## src/rtl/pcm_mute_ramp.sv

```systemverilog
// rtl/pcm_mute_ramp.sv - soft-mute linear gain ramp on stereo PCM frames, one-cycle latency
// Optional build macro PCM_MUTE_RAMP_ROUND_EN selects round-half-up scaling instead of floor.
module pcm_mute_ramp #(
  parameter int RAMP_LOG2 = 6,
  parameter int CH_W      = 32
) (
  input  logic                clk,
  input  logic                reset,
  input  logic [2*CH_W-1:0]   in_data,
  input  logic                in_valid,
  input  logic                mute_req,
  output logic [2*CH_W-1:0]   out_data,
  output logic                out_valid,
  output logic                muted,
  output logic                ramping
);

  localparam int GW = RAMP_LOG2 + 1;
  localparam int PW = CH_W + GW + 1;
  localparam logic [GW-1:0] G_MAX  = {1'b1, {RAMP_LOG2{1'b0}}};
  localparam logic [GW-1:0] G_ONE  = {{RAMP_LOG2{1'b0}}, 1'b1};
  localparam logic [GW-1:0] G_ZERO = '0;

  typedef enum logic [1:0] {
    PASS  = 2'd0,
    DOWN  = 2'd1,
    MUTED = 2'd2,
    UP    = 2'd3
  } state_t;

  state_t        state, state_next;
  logic [GW-1:0] g, g_next;

  // Signed channel times unsigned gain, widened so neither sign nor magnitude is lost.
  function automatic logic [CH_W-1:0] scale(input logic [CH_W-1:0] ch,
                                            input logic [GW-1:0]   gain);
    logic signed [PW-1:0] a;
    logic signed [PW-1:0] b;
    logic signed [PW-1:0] p;
    a = $signed({{(GW + 1){ch[CH_W-1]}}, ch});
    b = $signed({{(CH_W + 1){1'b0}}, gain});
    p = a * b;
`ifdef PCM_MUTE_RAMP_ROUND_EN
    p = p + (PW'(1) <<< (RAMP_LOG2 - 1));
`else
    p = p + PW'(0);
`endif
    return CH_W'(p >>> RAMP_LOG2);
  endfunction

  always_comb begin
    state_next = state;
    case (state)
      PASS:  if (mute_req) state_next = DOWN;
      DOWN: begin
        if (!mute_req)                       state_next = UP;
        else if (in_valid && (g <= G_ONE))   state_next = MUTED;
      end
      MUTED: if (!mute_req) state_next = UP;
      UP: begin
        if (mute_req)                               state_next = DOWN;
        else if (in_valid && (g >= G_MAX - G_ONE))  state_next = PASS;
      end
      default: state_next = MUTED;
    endcase
  end

  // The step direction follows the state being entered, so a coincident frame reverses cleanly.
  always_comb begin
    g_next = g;
    if (in_valid) begin
      if ((state_next == DOWN || state_next == MUTED) && g != G_ZERO)
        g_next = g - G_ONE;
      else if ((state_next == UP || state_next == PASS) && g != G_MAX)
        g_next = g + G_ONE;
    end
  end

  always_ff @(posedge clk) begin
    if (reset) begin
      state     <= MUTED;
      g         <= G_ZERO;
      out_data  <= '0;
      out_valid <= 1'b0;
      muted     <= 1'b1;
      ramping   <= 1'b0;
    end else begin
      state     <= state_next;
      g         <= g_next;
      out_valid <= in_valid;
      if (in_valid)
        out_data <= {scale(in_data[2*CH_W-1:CH_W], g), scale(in_data[CH_W-1:0], g)};
      muted     <= (state_next == MUTED);
      ramping   <= (state_next == DOWN) || (state_next == UP);
    end
  end

endmodule

```

## config.mk

```make
export PLATFORM = sky130hd
export DESIGN_NAME = pcm_mute_ramp
export DESIGN_NICKNAME = d
export VERILOG_FILES = /design/src/rtl/pcm_mute_ramp.sv
export SDC_FILE = /design/constraint.sdc
export NUM_CORES = 1
export LEC_CHECK = 0
export ABC_AREA = 0
export CAP_MARGIN = 15
export CORE_ASPECT_RATIO = 1.5
export CORE_MARGIN = 1
export CORE_UTILIZATION = 41
export DETAILED_ROUTE_END_ITERATION = 10
export DONT_BUFFER_PORTS = 1
export HOLD_SLACK_MARGIN = 0.02
export PLACE_DENSITY = 0.63
export SLEW_MARGIN = 20
export SYNTH_ARGS = -nofsm -noshare
export SYNTH_HDL_FRONTEND = slang
export SYNTH_SLANG_ARGS = --single-unit
```

## constraint.sdc

```tcl
create_clock -name clk -period 15.1 [get_ports clk]
set_input_delay 3.02 -clock clk [delete_from_list [all_inputs] [get_ports clk]]
set_output_delay 3.02 -clock clk [all_outputs]
set_load 0.005 [all_outputs]
```

==> results of run 1 <==
==> per-layer routing <==
metal	vias up	GRT usage	wire, µm
met5	-	0	0
met4	0	0.06473	1037
met3	45	0.05279	2720
met2	215	0.4002	23420
met1	6524	0.2198	15850
li1	6080	-	-
==> report_power, final <==
group | switching (mW) | total, mW | internal (mW)
sequential | 0.112 | 0.408 | 0.297
combinational | 1.69 | 2.85 | 1.16
clock | 0.0944 | 0.244 | 0.149
total | 1.89 | 3.50 | 1.61
==> worst max-delay path: stages <==
cell	delay (ns)
nand2_1	0.06
fa_1	0.57
inv_1	0.06
fa_1	0.49
fa_1	0.50
inv_1	0.05
fa_1	0.48
inv_1	0.05
ha_1	0.34
nand4_2	0.14
o21bai_1	0.31
o211ai_1	0.16
a31oi_1	0.42
o21bai_1	0.20
a21bo_2	0.24
a21boi_1	0.20
o21ai_0	0.12
a32o_1	0.26
==> per-stage QoR <==
step                      utilization  hold WS, ns  power (mW)  cell area [µm²]
final                          0.4366       0.5001       3.500            18490
after global routing           0.4366       0.5264       3.998            18490
after CTS                      0.4366       0.5052       3.577            18490
after detailed placement       0.4288       0.4952       3.304            18170
after global placement         0.4288       0.4887       3.251            18170
after floorplan                     -       0.4419       2.597            17710
==> area by class of cell <==
type | instances | area [µm²] | area share
multi-input cells | 1473 | 14420 | 0.7794
flip-flops and latches | 75 | 1510 | 0.08166
inverters | 391 | 1468 | 0.07936
well taps | 564 | 705.7 | 0.03816
clock buffers | 10 | 239.0 | 0.01292
clock inverters | 6 | 88.84 | 0.004803
repair buffers | 9 | 67.56 | 0.003653
==> final timing paths <==
kind           startpoint           end  slack (ns)
max            in_data[9]  out_data[29]        7.69
min          out_data[52]  out_data[52]        0.50
min reg2reg  out_data[52]  out_data[52]        0.50
max reg2reg          g[2]  out_data[29]        9.07
==> registers in the layout, summed over array words and instances (netlist names) <==
name       flops
out_data      64
state          2
muted          1
g              7
out_valid      1
==> cells by family (layout without fill, tap and decap cells) <==
| logic type | after synthesis | after routing | synth area share |
|---|---|---|---|
| AO/OA/AOI/OAI | 238 | 238 | 0.08747 |
| XOR/XNOR | 71 | 71 | 0.03512 |
| adder cells (fa/ha/maj) | 471 | 471 | 0.4685 |
| buffers and inverters | 469 | 416 | 0.1013 |
| flip-flops | 75 | 75 | 0.08479 |
| multiplexers | 25 | 25 | 0.01427 |
| AND/OR/NAND/NOR | 668 | 668 | 0.2086 |
==> cell usage after synthesis, drive strengths merged, types with 27 or more instances <==
library cell and count:
a21o 31, a21oi 77, and2 371, clkbuf 71, dfxtp 75, fa 320
ha 151, inv 390, nand2 131, nor2 78, o21ai 50, xnor2 44
xor2 27
==> flow_summary.yaml, run 1 <==
clocking:
  cts_made_buffers: 9
  cts_tree: "built"
  post_cts_buffers: 0
  cts_max_level: 3
  root_buffer: "clkbuf_16"
  cts_resized: 0
  cts_hold_buf: 0
  clk_pin_slew_worst_paths_ns: 0.07
  clock_sinks: 75
  clock_latency_ns: 0.36
  cts_buffer_depth: 2
grt:
  grt_overflow_total: 0
  grt_usage: 0.2101
  grt_pass1_vias: 14290
  grt_pass1_wl_um: 72240
  antenna_found_initial: 0
  grt_max_degree: 72
detailed_routing:
  wl_per_cell_um: 17.02
  wl_um: 43020
  drt_iter0_drc: 422
  ant_nets: 0
  vias_per_cell: 5.089
  dr_total_vias: 12860
  drc: 0
  dr.pass1.iters: 5
critical_path:
  critPathRequiredTime_ns: 15.34
  crit_fanout: 7
  arrival_ns: 7.66
  critPathLaunchType: "primary input"
  cp-end-kind: "flip-flop"
  crit_type: "in -> reg"
  r2r_cells: 19
logic_synthesis:
  ys_seq_area_frac: 0.08479
  yosys.area.top_type_share: 0.3618
  async_flop_share: 0
  yosysWarnings: 0
  ys_seq_elements: 75
  netlist_instances: 2017
  syn_nets: 2556
  post-synth-top-area-cell: "fa_1"
  synth_edf_count: 0
  synthDistinctLibCells: 77
  syn_area_per_cell_um2: 8.779
  yosys-top-cells-area: "fa_1, and2_1, ha_1"
  netlist_area_um2: 17710
  ys.flop_type: "dfxtp_1"
placement:
  post-place-ws_ns: 7.365
  dp_hpwl_um: 34300
  place.gp.congestion: 0.8394
  io_buffers: 0
  placed_cells: 2512
sta:
  rsz0062_at_grt: "false"
  worst_pin_slew_ns: 0.8337
  fin_crit_ns: 7.412
  finalSetupViolCount: 0
  fin_skew_ns: 0.008995
  maxSlewViolCount: 0
  clock.fmax_ghz: 0.1349
  finalSetupTns_ns: 0
  final_hold_viol_count: 0
  slew_headroom: 0.4442
  worst_slack_ns: 7.688
  post-route-period-util: 0.4908
floorplan:
  dieHeight_um: 256.5
  dieArea_um2: 44040
  core_area_um2: 42360
  die_x_um: 171.7
  placementRows: 92
  io_pins: 135
  initial_core_util: 0.4180
worst_hold_path:
  whs_path_depth: 2
  hp-class: "reg -> reg"
status:
  status: "finished, final reports clean"
final_layout:
  nNetsFinal: 2498
  final_common_cell: "inv_1"
  antenna_cells: 0
  stdcell_count: 2528
  area_growth_syn_to_layout_pct: 4.437
  nFillCells: 4298
  final_cell_mix: "inv_1, and2_1, fa_1"
  drive_gt1_frac: 0.03106
pwr:
  power_density_nw_per_um2: 189.3
  vdd_ir_drop_max_uv: 77.37
  leakage_nw: 9.720
run:
  cap_violations: 0
Power figures use the tool's default switching activity.
==> run 2: changes to the inputs <==
Settings changed: PLACE_DENSITY 0.63 to 0.65.
Clock period 15.1 ns to 6.5 ns, I/O delays scaled along.
==> run 2 against run 1 <==
Compared with the run above: clock-buffer cell count is 3 higher; combinational power up 130%; worst setup slack worse by 6.9 ns; sequential share of layout area about the same; routed wire length rose by 0.84%; register-to-register slack got worse by 8.3 ns; critical path depth rose by 1; design area is 0.49% higher; via count grew 1.2%; highest routed layer unchanged.
==> flow_summary.yaml, run 2 (same netlist as run 1, synthesis figures left out) <==
status:
  status: "finished, final reports clean"
sta:
  final_hold_viol_count: 0
  worst_slack_ns: 0.7575
  worst_pin_slew_ns: 0.7813
  maxSlewViolCount: 0
  post-route-period-util: 0.8835
  clock.fmax_ghz: 0.1741
  fin_skew_ns: 0.009847
  fin_crit_ns: 5.743
  finalSetupTns_ns: 0
  finalSetupViolCount: 0
  slew_headroom: 0.4792
  rsz0062_at_grt: "false"
critical_path:
  critPathRequiredTime_ns: 6.75
  crit_type: "reg -> reg"
  critPathSlowestCell: "dfxtp_2"
  critical_path.top_delay_family: "adder cells"
  crit_fanout: 34
  crit_buf_inv: 4
  cp-end-kind: "flip-flop"
  arrival_ns: 5.99
  max_stage_delay_ns: 0.57
  rrSetupSlack_ns: 0.76
  cpMostUsedCell: "fa_1"
  path_cells: "buf_12, buf_4, and2_1, fa_1, fa_1, fa_1, inv_1, fa_1, inv_1, ha_1, nand4_1, nor4_1, nand3_1, a31oi_1, o21bai_1, a21bo_2, a21boi_1, o21ai_0, a32o_1"
  critPathLaunchType: "flip-flop"
placement:
  post-place-ws_ns: 0.5027
  dp_hpwl_um: 35060
  postPlaceCellArea_um2: 18250
  io_buffers: 0
  place.gp.congestion: 0.8906
final_layout:
  nNetsFinal: 2504
  area_growth_syn_to_layout_pct: 4.953
  post-route-util: 0.4387
  top_regs: "out_data (64), g (7), state (2)"
  nFillCells: 4270
  antenna_cells: 0
  largest_reg_flops: 64
  drive_gt1_frac: 0.03299
  ff_latch_area_um2: 1515
  multiInputGateArea_um2: 14420
  final_cell_mix: "inv_1, and2_1, fa_1"
  final_cell_area_um2: 18590
  top_register: "out_data"
  final_common_cell: "inv_1"
clocking:
  root_buffer: "clkbuf_16"
  cts_resized: 0
  post_cts_buffers: 0
  cts_hold_buf: 0
  clock_sinks: 75
  cts_tree: "built"
  cts_made_buffers: 9
  clock_latency_ns: 0.36
  cts_buffer_depth: 2
  cts_max_level: 3
  clk_pin_slew_worst_paths_ns: 0.07
run:
  cap_violations: 0
floorplan:
  dieHeight_um: 256.5
  core_area_um2: 42360
  dieArea_um2: 44040
  io_pins: 135
  die_x_um: 171.7
  placementRows: 92
  initial_core_util: 0.4180
pwr:
  leakage_nw: 9.759
  power_density_nw_per_um2: 439.6
  vdd_ir_drop_max_uv: 244.5
  finalPower_mw: 8.170
detailed_routing:
  dr_wl_met3_um: 2572
  ant_nets: 0
  vias_per_cell: 5.137
  wl_um: 43380
  dr.pass1.iters: 5
  drt_iter0_drc: 471
  maxUsedRoutingLayer: "met4"
  m1WireLength_um: 16040
  dr_total_vias: 13020
  wl_met2_um: 23620
  wl_per_cell_um: 17.12
  drc: 0
grt:
  grt_max_degree: 59
  grt_pass1_wl_um: 73210
  grt_usage: 0.2125
  grt_pass1_vias: 14470
  antenna_found_initial: 1
  grt_overflow_total: 0
worst_hold_path:
  hp-class: "reg -> reg"
-- run 2: changes by cell type in the layout (fill, tap and decap cells not counted) --
cell,previous run,this run
dfxtp_2,7,5
clkbuf_1,0,2
clkinvlp_4,2,1
dfxtp_4,0,2
bufinv_16,2,1
clkinv_2,1,0
clkbuf_8,1,2
buf_12,0,5
buf_4,9,10
-- run 2: worst reg2reg max path, delay by kind of cell, from the launching register on --
family	cells	cell delay [ns]
DFF	1	0.57
AOI/OAI and AO/OA	6	1.46
adders and majority gates	5	2.32
and+or+nand+nor	4	0.65
buffers and inverters	4	0.64
-- run 2: layer usage --
| metal | track usage | up-vias |
|---|---|---|
| li1 | - | 6097 |
| met1 | 0.2221 | 6650 |
| met2 | 0.4062 | 210 |
| met3 | 0.05032 | 60 |
| met4 | 0.06796 | 0 |
| met5 | 0 | - |
-- run 2: per-stage QoR --
step,std cells,hold WS (ns)
2_1_floorplan,2017,0.4419
3_3_place_gp,2517,0.4865
3_5_place_dp,2517,0.4871
4_1_cts,2533,0.4957
5_1_grt,2534,0.5146
6_report,2534,0.4935
-- run 2: final timing paths --
kind,start,end,depth (start not counted)
setup / recovery,g[3],out_data[29],19
hold reg to reg,out_data[52],out_data[52],2
hold / removal,out_data[52],out_data[52],2
setup reg to reg,g[3],out_data[29],19
-- run 2: where the power goes --
| part | switching [mW] | internal [mW] |
|---|---|---|
| clock network | 0.208 | 0.319 |
| registers | 0.399 | 0.690 |
| logic | 3.81 | 2.74 |
-- run 2: area by class of cell --
class / count / share of cell area
Clock buffer: 13 / 0.01400
Clock inverter: 3 / 0.002491
Inverter: 391 / 0.07897
Multi-Input combinational cell: 1473 / 0.7756
Sequential cell: 75 / 0.08153
Tap cell: 564 / 0.03797
Timing Repair Buffer: 15 / 0.009425
